$ cat config.mk
export PLATFORM = sky130hd
export DESIGN_NAME = base2_k_combiner
export DESIGN_NICKNAME = d
export VERILOG_FILES = /design/src/rtl/fp16_pkg.sv /design/src/rtl/fp16_lzc11.sv /design/src/rtl/base2_k_combiner.sv
export SDC_FILE = /design/constraint.sdc
export NUM_CORES = 1
export LEC_CHECK = 0
export ABC_AREA = 1
export BUFFER_PORTS_ARGS = -buffer_cell sky130_fd_sc_hd__clkbuf_2
export CORE_ASPECT_RATIO = 0.7
export CORE_MARGIN = 2
export CORE_UTILIZATION = 55
export CTS_CLUSTER_SIZE = 14
export DETAILED_ROUTE_END_ITERATION = 7
export PLACE_DENSITY = 0.78
export SLEW_MARGIN = 20
export SYNTH_ARGS = -nofsm -noshare
export SYNTH_HDL_FRONTEND = slang
export SYNTH_SLANG_ARGS = --single-unit
$ cat constraint.sdc
create_clock -name clk -period 2.6 [get_ports clk]
set_clock_uncertainty 0.05 [all_clocks]
set_input_delay 0 -clock clk [delete_from_list [all_inputs] [get_ports clk]]
set_output_delay 0 -clock clk [all_outputs]
set_load 0.05 [all_outputs]
$ cat src/rtl/fp16_pkg.sv
// fp16_pkg: shared FP16 (1-5-10) constants and types used by the activation
// blocks. Holds the field widths, bias, special encodings, the operand class
// encoding and the stage-A record of base2_k_combiner.
package fp16_pkg;

    localparam int FP16_W = 16;
    localparam int EXP_W  = 5;
    localparam int MAN_W  = 10;
    localparam int SIG_W  = MAN_W + 1;
    localparam int BIAS   = 15;
    localparam int EXP_MAX = (1 << EXP_W) - 1;   // all-ones exponent: Inf/NaN

    localparam logic [FP16_W-1:0] QNAN = 16'h7E00;
    localparam logic [FP16_W-1:0] PINF = 16'h7C00;

    typedef enum logic [2:0] {
        CLS_ZERO = 3'd0,
        CLS_SUB  = 3'd1,
        CLS_NORM = 3'd2,
        CLS_INF  = 3'd3,
        CLS_NAN  = 3'd4
    } fp_cls_e;

    // Stage A record: sign, class, normalized significand (bit10 = 1 for
    // finite non-zero) and biased exponent after adding the clamped k.
    typedef struct packed {
        logic               sign;
        fp_cls_e            cls;
        logic [SIG_W-1:0]   sig;
        logic [9:0]         e_eff;   // two's complement
    } stage_a_t;

endpackage

$ cat src/rtl/fp16_lzc11.sv
// fp16_lzc11: 11-bit leading-zero count, used to normalize FP16 subnormals.
// Ports:
//   a   - 11-bit input vector
//   cnt - number of leading zeros from bit 10 (11 when a == 0)
module fp16_lzc11 (
    input  logic [10:0] a,
    output logic [3:0]  cnt
);

    // Scan upward so the highest set bit is the last one to write cnt.
    always_comb begin
        cnt = 4'd11;
        for (int i = 0; i < 11; i++) begin
            if (a[i]) cnt = 4'(10 - i);
        end
    end

endmodule

$ cat src/rtl/base2_k_combiner.sv
// base2_k_combiner: y = p * 2^kc for an FP16 operand p, where kc is k_i
// clamped to [K_MIN, K_MAX]. Two-stage pipeline, one result per cycle,
// no backpressure.
//   Stage A: classify p, normalize subnormals, form e_eff = e + kc.
//   Stage B: pack result; overflow -> Inf, underflow -> RNE subnormal/zero.
// Ports:
//   clk, rstn        - clock, asynchronous active-low reset
//   valid_i          - k_i / p_i valid this cycle
//   k_i              - signed 8-bit exponent adjust
//   p_i              - FP16 operand
//   y_o, valid_o     - registered FP16 result and its valid
// Only DW = 16 (FP16) is supported.
module base2_k_combiner
    import fp16_pkg::*;
#(
    parameter int DW    = 16,
    parameter int K_MIN = -32,
    parameter int K_MAX = 32
) (
    input  logic          clk,
    input  logic          rstn,
    input  logic          valid_i,
    input  logic [7:0]    k_i,
    input  logic [DW-1:0] p_i,
    output logic [DW-1:0] y_o,
    output logic          valid_o
);

    localparam int STAGES = 2;

    logic [STAGES:1] vld_pipe;

    // ---------------- Stage A ----------------
    logic              sign_a;
    logic [EXP_W-1:0]  exp_a;
    logic [MAN_W-1:0]  man_a;
    logic signed [7:0] k_s;
    logic signed [9:0] kc;
    logic [3:0]        lzc;
    logic signed [9:0] e_nxt;
    stage_a_t          a_nxt;
    stage_a_t          st_a;

    assign sign_a = p_i[FP16_W-1];
    assign exp_a  = p_i[FP16_W-2 -: EXP_W];
    assign man_a  = p_i[MAN_W-1:0];
    assign k_s    = k_i;

    always_comb begin
        if (int'(k_s) > K_MAX)      kc = 10'(K_MAX);
        else if (int'(k_s) < K_MIN) kc = 10'(K_MIN);
        else                        kc = 10'(k_s);
    end

    // Bit 10 of a subnormal significand is always 0, so lzc is 1..10 here.
    fp16_lzc11 u_lzc (
        .a   ({1'b0, man_a}),
        .cnt (lzc)
    );

    always_comb begin
        a_nxt      = '0;
        e_nxt      = '0;
        a_nxt.sign = sign_a;
        if (exp_a == EXP_W'(EXP_MAX)) begin
            a_nxt.cls = (man_a != '0) ? CLS_NAN : CLS_INF;
        end else if (exp_a == '0) begin
            if (man_a == '0) begin
                a_nxt.cls = CLS_ZERO;
            end else begin
                a_nxt.cls = CLS_SUB;
                a_nxt.sig = {1'b0, man_a} << lzc;
                e_nxt     = 10'sd1 - signed'({6'b0, lzc}) + kc;
            end
        end else begin
            a_nxt.cls = CLS_NORM;
            a_nxt.sig = {1'b1, man_a};
            e_nxt     = signed'({5'b0, exp_a}) + kc;
        end
        a_nxt.e_eff = e_nxt;
    end

    // ---------------- Stage B ----------------
    logic signed [9:0] e_b;
    logic signed [9:0] sh_s;
    logic [22:0]       ext_sft;
    logic [10:0]       shifted;
    logic              guard;
    logic              sticky;
    logic [10:0]       rnd;
    logic [DW-1:0]     y_nxt;

    assign e_b  = st_a.e_eff;
    assign sh_s = 10'sd1 - e_b;

    // Significand with 12 fraction bits appended: after the shift the top
    // 11 bits are the kept value, then guard, then the sticky field.
    // Only shifts up to 12 reach this path; larger ones flush to zero.
    assign ext_sft = {st_a.sig, 12'b0} >> sh_s[3:0];
    assign shifted = ext_sft[22:12];
    assign guard   = ext_sft[11];
    assign sticky  = |ext_sft[10:0];
    // Kept value is < 2^10, so a round-up can at most reach 0x400, which
    // lands on the exponent LSB and becomes the smallest normal.
    assign rnd     = shifted + 11'(guard & (sticky | shifted[0]));

    always_comb begin
        y_nxt = '0;
        case (st_a.cls)
            CLS_NAN:  y_nxt = QNAN;
            CLS_INF:  y_nxt = {st_a.sign, PINF[FP16_W-2:0]};
            CLS_ZERO: y_nxt = {st_a.sign, 15'b0};
            default: begin
                if (e_b >= 10'sd31)      y_nxt = {st_a.sign, PINF[FP16_W-2:0]};
                else if (e_b >= 10'sd1)  y_nxt = {st_a.sign, e_b[4:0], st_a.sig[MAN_W-1:0]};
                else if (sh_s > 10'sd12) y_nxt = {st_a.sign, 15'b0};
                else                     y_nxt = {st_a.sign, 4'b0, rnd};
            end
        endcase
    end

    // ---------------- Registers ----------------
    always_ff @(posedge clk or negedge rstn) begin
        if (!rstn) begin
            vld_pipe <= '0;
            st_a     <= '0;
            y_o      <= '0;
        end else begin
            vld_pipe <= {vld_pipe[STAGES-1:1], valid_i};
            if (valid_i)     st_a <= a_nxt;
            if (vld_pipe[1]) y_o  <= y_nxt;
        end
    end

    assign valid_o = vld_pipe[STAGES];

endmodule

* Word-level counts from Yosys, hierarchy flattened
Cells that the tools add are included.
W data, S select, Z words.
** Cells by class
- Add/subtract/negate cells :: 5
- Order comparisons :: 5
- Equality and inequality tests :: 3
- Shift-type cells :: 2
- Mux-type cells :: 25
- Bitwise operators :: 2
- Reductions and logical operators :: 5
** Operators with widths (count)
- $mux W10 :: 5
- $pmux W16 S3 :: 1
- $mux W11 :: 3
- $mux W15 :: 2
- $mux W4 :: 7
- $shr A23 B4 Y23 :: 1
- $mux W13 :: 1
- $add A11 B1 Y11 :: 1
- $reduce_or A11 Y1 :: 1
- $shl A10 B4 Y11 :: 1
- $add A5 B10 Y10 :: 1
- $add A6 B10 Y10 :: 1
- $ge A10 B2 Y1 const B :: 1
- $ge A10 B6 Y1 const B :: 1
- $gt A10 B5 Y1 const B :: 1
- $logic_not A10 Y1 :: 1
- $reduce_bool A10 Y1 :: 1
- $sub A2 B10 Y10 const A :: 1
- $gt A8 B7 Y1 const B :: 1
- $lt A8 B6 Y1 const B :: 1
- $mux W3 :: 2
- $eq A5 B5 Y1 const B :: 1
- $logic_not A5 Y1 :: 1
- $sub A1 B4 Y5 const A :: 1
- other kinds (7) :: 9
** Word-level totals
- Register bits :: 43
- Bits of input ports :: 27
- Word-level logic and storage cells :: 53

* Longest topological paths before layout
- Word-level depth :: 15
- Depth in mapped cells :: 22
- Depth with buffers taken out :: 22

* Cells and area by module
From an unflattened synthesis, not the netlist that was laid out.
** Second synthesis, totals
- Cells, all modules :: 681
- Area, all modules :: 4192.8 sq um
** Modules (own cells, without submodules)
- base2_k_combiner :: instances 1, cells an instance 653, area each 4058.9 sq um, seq. area each 1076.0 sq um
- fp16_lzc11 :: instances 1, cells an instance 28, area each 133.9 sq um, seq. area each 0.0 sq um

* Worst setup path after synthesis
Ideal clock, no wire load.
- Kind :: register to register
- Start point :: register st_a (netlist bit e_b[1])
- End point :: register y_o[6]
- Setup time :: 0.118 ns
- Arrival :: 2.466 ns
- Path slack :: -0.034 ns
- Stages on the path, launching flop included :: 19
- Cell sequence :: dfrtp_1 -> buf_6 -> inv_4 -> buf_6 -> ha_1 -> inv_1 -> buf_2 -> o211ai_1 -> nand3_1 -> nand2_2 -> nor2_4 -> ha_1 -> inv_1 -> nor2_2 -> nand2_1 -> o21ai_1 -> o22ai_1 -> nand2_1 -> nand2_1
** Between the ends
- Cells in the longest elaborated chain, start to end :: 10
** RTL lines
- start, declared :: RTL line base2_k_combiner.sv:42 : stage_a_t st_a;
- start signal, assigned :: RTL line base2_k_combiner.sv:130 : if (valid_i) st_a <= a_nxt;
- $sub A2 B10 Y10 :: RTL line base2_k_combiner.sv:94 : assign sh_s = 10'sd1 - e_b;
- $shr A23 B4 Y23 :: RTL line base2_k_combiner.sv:99 : assign ext_sft = {st_a.sig, 12'b0} >> sh_s[3:0];
- $reduce_or A11 Y1 :: RTL line base2_k_combiner.sv:102 : assign sticky = |ext_sft[10:0];
- $or A1 B1 Y1 :: RTL line base2_k_combiner.sv:105 : assign rnd = shifted + 11'(guard & (sticky | shifted[0]));
- $and A1 B1 Y1 :: RTL line base2_k_combiner.sv:105
- $add A11 B1 Y11 :: RTL line base2_k_combiner.sv:105
- $mux W11 :: RTL line base2_k_combiner.sv:116 : else if (sh_s > 10'sd12) y_nxt = {st_a.sign, 15'b0};
- $mux W15 :: RTL line base2_k_combiner.sv:115 : else if (e_b >= 10'sd1) y_nxt = {st_a.sign, e_b[4:0], st_a.sig[MAN_W-1:0]};
- $mux W15 * :: RTL line base2_k_combiner.sv:114 : if (e_b >= 10'sd31) y_nxt = {st_a.sign, PINF[FP16_W-2:0]};
- $pmux W16 S3 * :: RTL line base2_k_combiner.sv:109 : case (st_a.cls)
- end signal, assigned :: RTL line base2_k_combiner.sv:131 : if (vld_pipe[1]) y_o <= y_nxt;
- end, declared :: RTL line base2_k_combiner.sv:25 : output logic [DW-1:0] y_o,
Mark *: on every way between the ends. The rest lies on a longest branch, timed or not.
A chain may end at the register's enable or synchronous reset.

* Worst setup path after layout
- Start point :: register st_a (netlist bit e_b[1])
- End point :: register y_o[9]
Same word-level chain as after synthesis.

==> impl_metrics.py <==
metrics = {
    "yosys": {
        "yosysSeqAreaShare_pct": 25.96,
        "syn_nets": 699,
        "synth_cell_type_count": 50,
        "synth_area_leader_cell": "dfrtp_1",
        "yosysMostFrequentCell": "nand2_1",
        "async_flop_share_pct": 100.0,
        "ys_ff_latch": 43,
        "synth_edf_count": 0,
        "avgSynthCellArea_um2": 6.358,
        "syn_inst": 652,
        "synth_ff_type": "dfrtp_1",
        "netlist_area_mm2": 0.004145,
        "synthTopCellsByArea": "dfrtp_1 26%, nand2_1 18%, nand3_1 8.6%",
        "ys_warn_count": 0,
        "netlist.area_leader.share_pct": 25.96,
        "ys_top_cells_by_count": "200 x nand2_1, 74 x inv_1, 71 x nand3_1",
    },
    "grt": {
        "grt_pass1_vias": 4325,
        "grt_pass1_wl_um": 20760,
        "grt_max_degree": 44,
        "antenna_found_initial": 0,
        "grtUsageTotal_pct": 31.45,
        "gr-total-overflow": 0,
    },
    "cts": {
        "clk_pin_slew_ns": 0.09,
        "cts_tree": "done",
        "clk_latency_ns": 0.30,
        "cts-buffers-inserted": 5,
        "cts_root_buf": "clkbuf_8",
        "clock-sinks": 43,
        "h-tree-depth": 2,
        "clockBufferDepth": 2,
    },
    "power_and_ir_drop": {
        "max-vdd-ir-drop_v": 0.0004508,
        "p_per_area_mw_per_mm2": 580.9,
        "finalPower_mw": 2.832,
        "p_leak_nw": 2.546,
    },
    "timing": {
        "hold_slack_ns": 0.01447,
        "timing.fmax_ghz": 0.4026,
        "slew_viol_final": 0,
        "final.setup.tns_ns": 0,
        "rsz0062_at_grt": "yes",
        "setup_viol": 0,
        "slew_headroom_pct": 36.43,
        "fin_crit_sh_pct": 95.54,
        "worst_slew_pin_slew_ns": 0.9536,
        "hold_viol_final": 0,
        "period_minus_slack_ns": 2.484,
        "layout_setup_ws_ns": 0.1161,
    },
    "run": {
        "maxCapViolations": 0,
    },
    "worst_hold_path": {
        "min_from": "p_i[0]",
        "hp-class": "in2reg",
    },
    "placed_design": {
        "place_inst": 813,
        "post-place-ws_ns": -0.06298,
        "dp_hpwl_um": 9939,
        "io_buffers": 43,
        "place_area_mm2": 0.004661,
        "gp_congestion": 0.9676,
    },
    "finish": {
        "fin_area_mm2": 0.004875,
        "utilization_pct": 66.90,
        "layout.nets": 777,
        "drive_gt1_share_pct": 18.33,
        "fin_cells": 829,
        "area_growth_pct": 17.60,
        "antenna_cells": 0,
    },
    "die": {
        "io_pins": 44,
        "core-area_mm2": 0.007287,
        "initial_core_util_pct": 56.89,
        "die-width_um": 107.8,
        "rows": 26,
        "die_h_um": 76.64,
        "dieArea_mm2": 0.008259,
    },
    "worst_setup_path": {
        "arrival_ns": 2.67,
        "cp_max_fo": 9,
        "end_kind": "flop",
        "critical_path_class": "reg2reg",
        "worst_setup_path_start_kind": "flop",
        "cp.required_ns": 2.78,
        "r2r-start": "e_b[1]$_DFFE_PN0P_",
        "cp-startpoint": "e_b[1]$_DFFE_PN0P_",
    },
    "drt": {
        "drt-pass1-iter-count": 5,
        "ant_nets": 0,
        "via_per_inst": 5.634,
        "vias": 4671,
        "drt-initial-drc-count": 475,
        "drcViolationCount": 0,
        "routedWlPerCell_um": 14.72,
        "drt_wl_total_um": 12200,
    },
    "run_status": {
        "outcome": "complete, no violations",
    },
}
==> worst max-delay path: stages, from the launching register on <==
cell and delay [ns]:
dfrtp_1 0.42, inv_4 0.06, ha_1 0.20, xor2_2 0.25, inv_2 0.12, buf_4 0.16, nand3_1 0.06, nand3_1 0.07
nor2_1 0.12, nand2_1 0.11, a21oi_4 0.30, nand3_1 0.17, nand2_1 0.13, nand2_1 0.08, a21oi_2 0.12
==> where the power goes <==
group	switching (mW)	internal (mW)	leakage, nW
combinational	0.977	0.508	1.95
clock	0.238	0.289	0.0548
sequential	0.0734	0.745	0.537
total	1.29	1.54	2.55
==> repair_timing <==
action | CTS | global route
buffers inserted | 0 | 5
hold buffers | 3 | 0
endpoints found under the setup margin | 0 | 8
resized for setup | 0 | 10
endpoints found under the hold margin | 45 | 0
==> routing by layer <==
layer | global-route usage, % | routed length (um) | vias up
li1 | - | - | 2311
met1 | 48.88 | 5815 | 2149
met2 | 45.16 | 5052 | 196
met3 | 6.843 | 1233 | 15
met4 | 4.872 | 99 | 0
met5 | 0 | 0 | -
==> layout make-up <==
type | instances | area, um2
multi-input cells | 507 | 2675
fillers | 677 | 2412
flip-flops and latches | 43 | 1076
repair buffers | 88 | 564.3
inverters | 85 | 321.6
well taps | 98 | 122.6
clock buffers | 5 | 68.82
clock inverters | 3 | 46.29
==> sequential cells by signal, indices dropped and copies added, names as in the netlist <==
register  flops
st_a         15
y_o          16
vld_pipe      2
e_b          10
==> placed cells by master, fill, tap and decap left out, drive strengths merged, types with 9 or more instances in the layout <==
master,synthesis,final
buf,10,43
dfrtp,43,43
inv,81,83
o22ai,16,16
a21oi,28,28
o21ai,34,34
nor2,64,64
nand2,208,208
ha,18,18
nor3,11,11
o211ai,9,9
clkbuf,7,47
nand4,11,11
nand3,73,73
==> worst paths after layout <==
kind	to	slack [ns]	cells past startpoint
worst max register to register	y_o[9]$_DFFE_PN0P_	0.12	14
max in group asynchronous	y_o[14]$_DFFE_PN0P_	1.57	2
worst min-delay path	st_a[10]$_DFFE_PN0P_	0.01	3
worst min register to register	vld_pipe[2]$_DFF_PN0_	0.42	0
min in group asynchronous	e_b[9]$_DFFE_PN0P_	0.32	2
worst max-delay path	y_o[9]$_DFFE_PN0P_	0.12	14
==> cells by family after synthesis <==
| logic type | Yosys count | synth area share, % |
|---|---|---|
| compound gates | 107 | 16.39 |
| xor+xnor | 8 | 1.872 |
| fa+ha+maj | 20 | 6.399 |
| buf+inv | 102 | 10.17 |
| flops | 43 | 25.96 |
| simple gates | 372 | 39.21 |
Power figures use the tool's default switching activity.
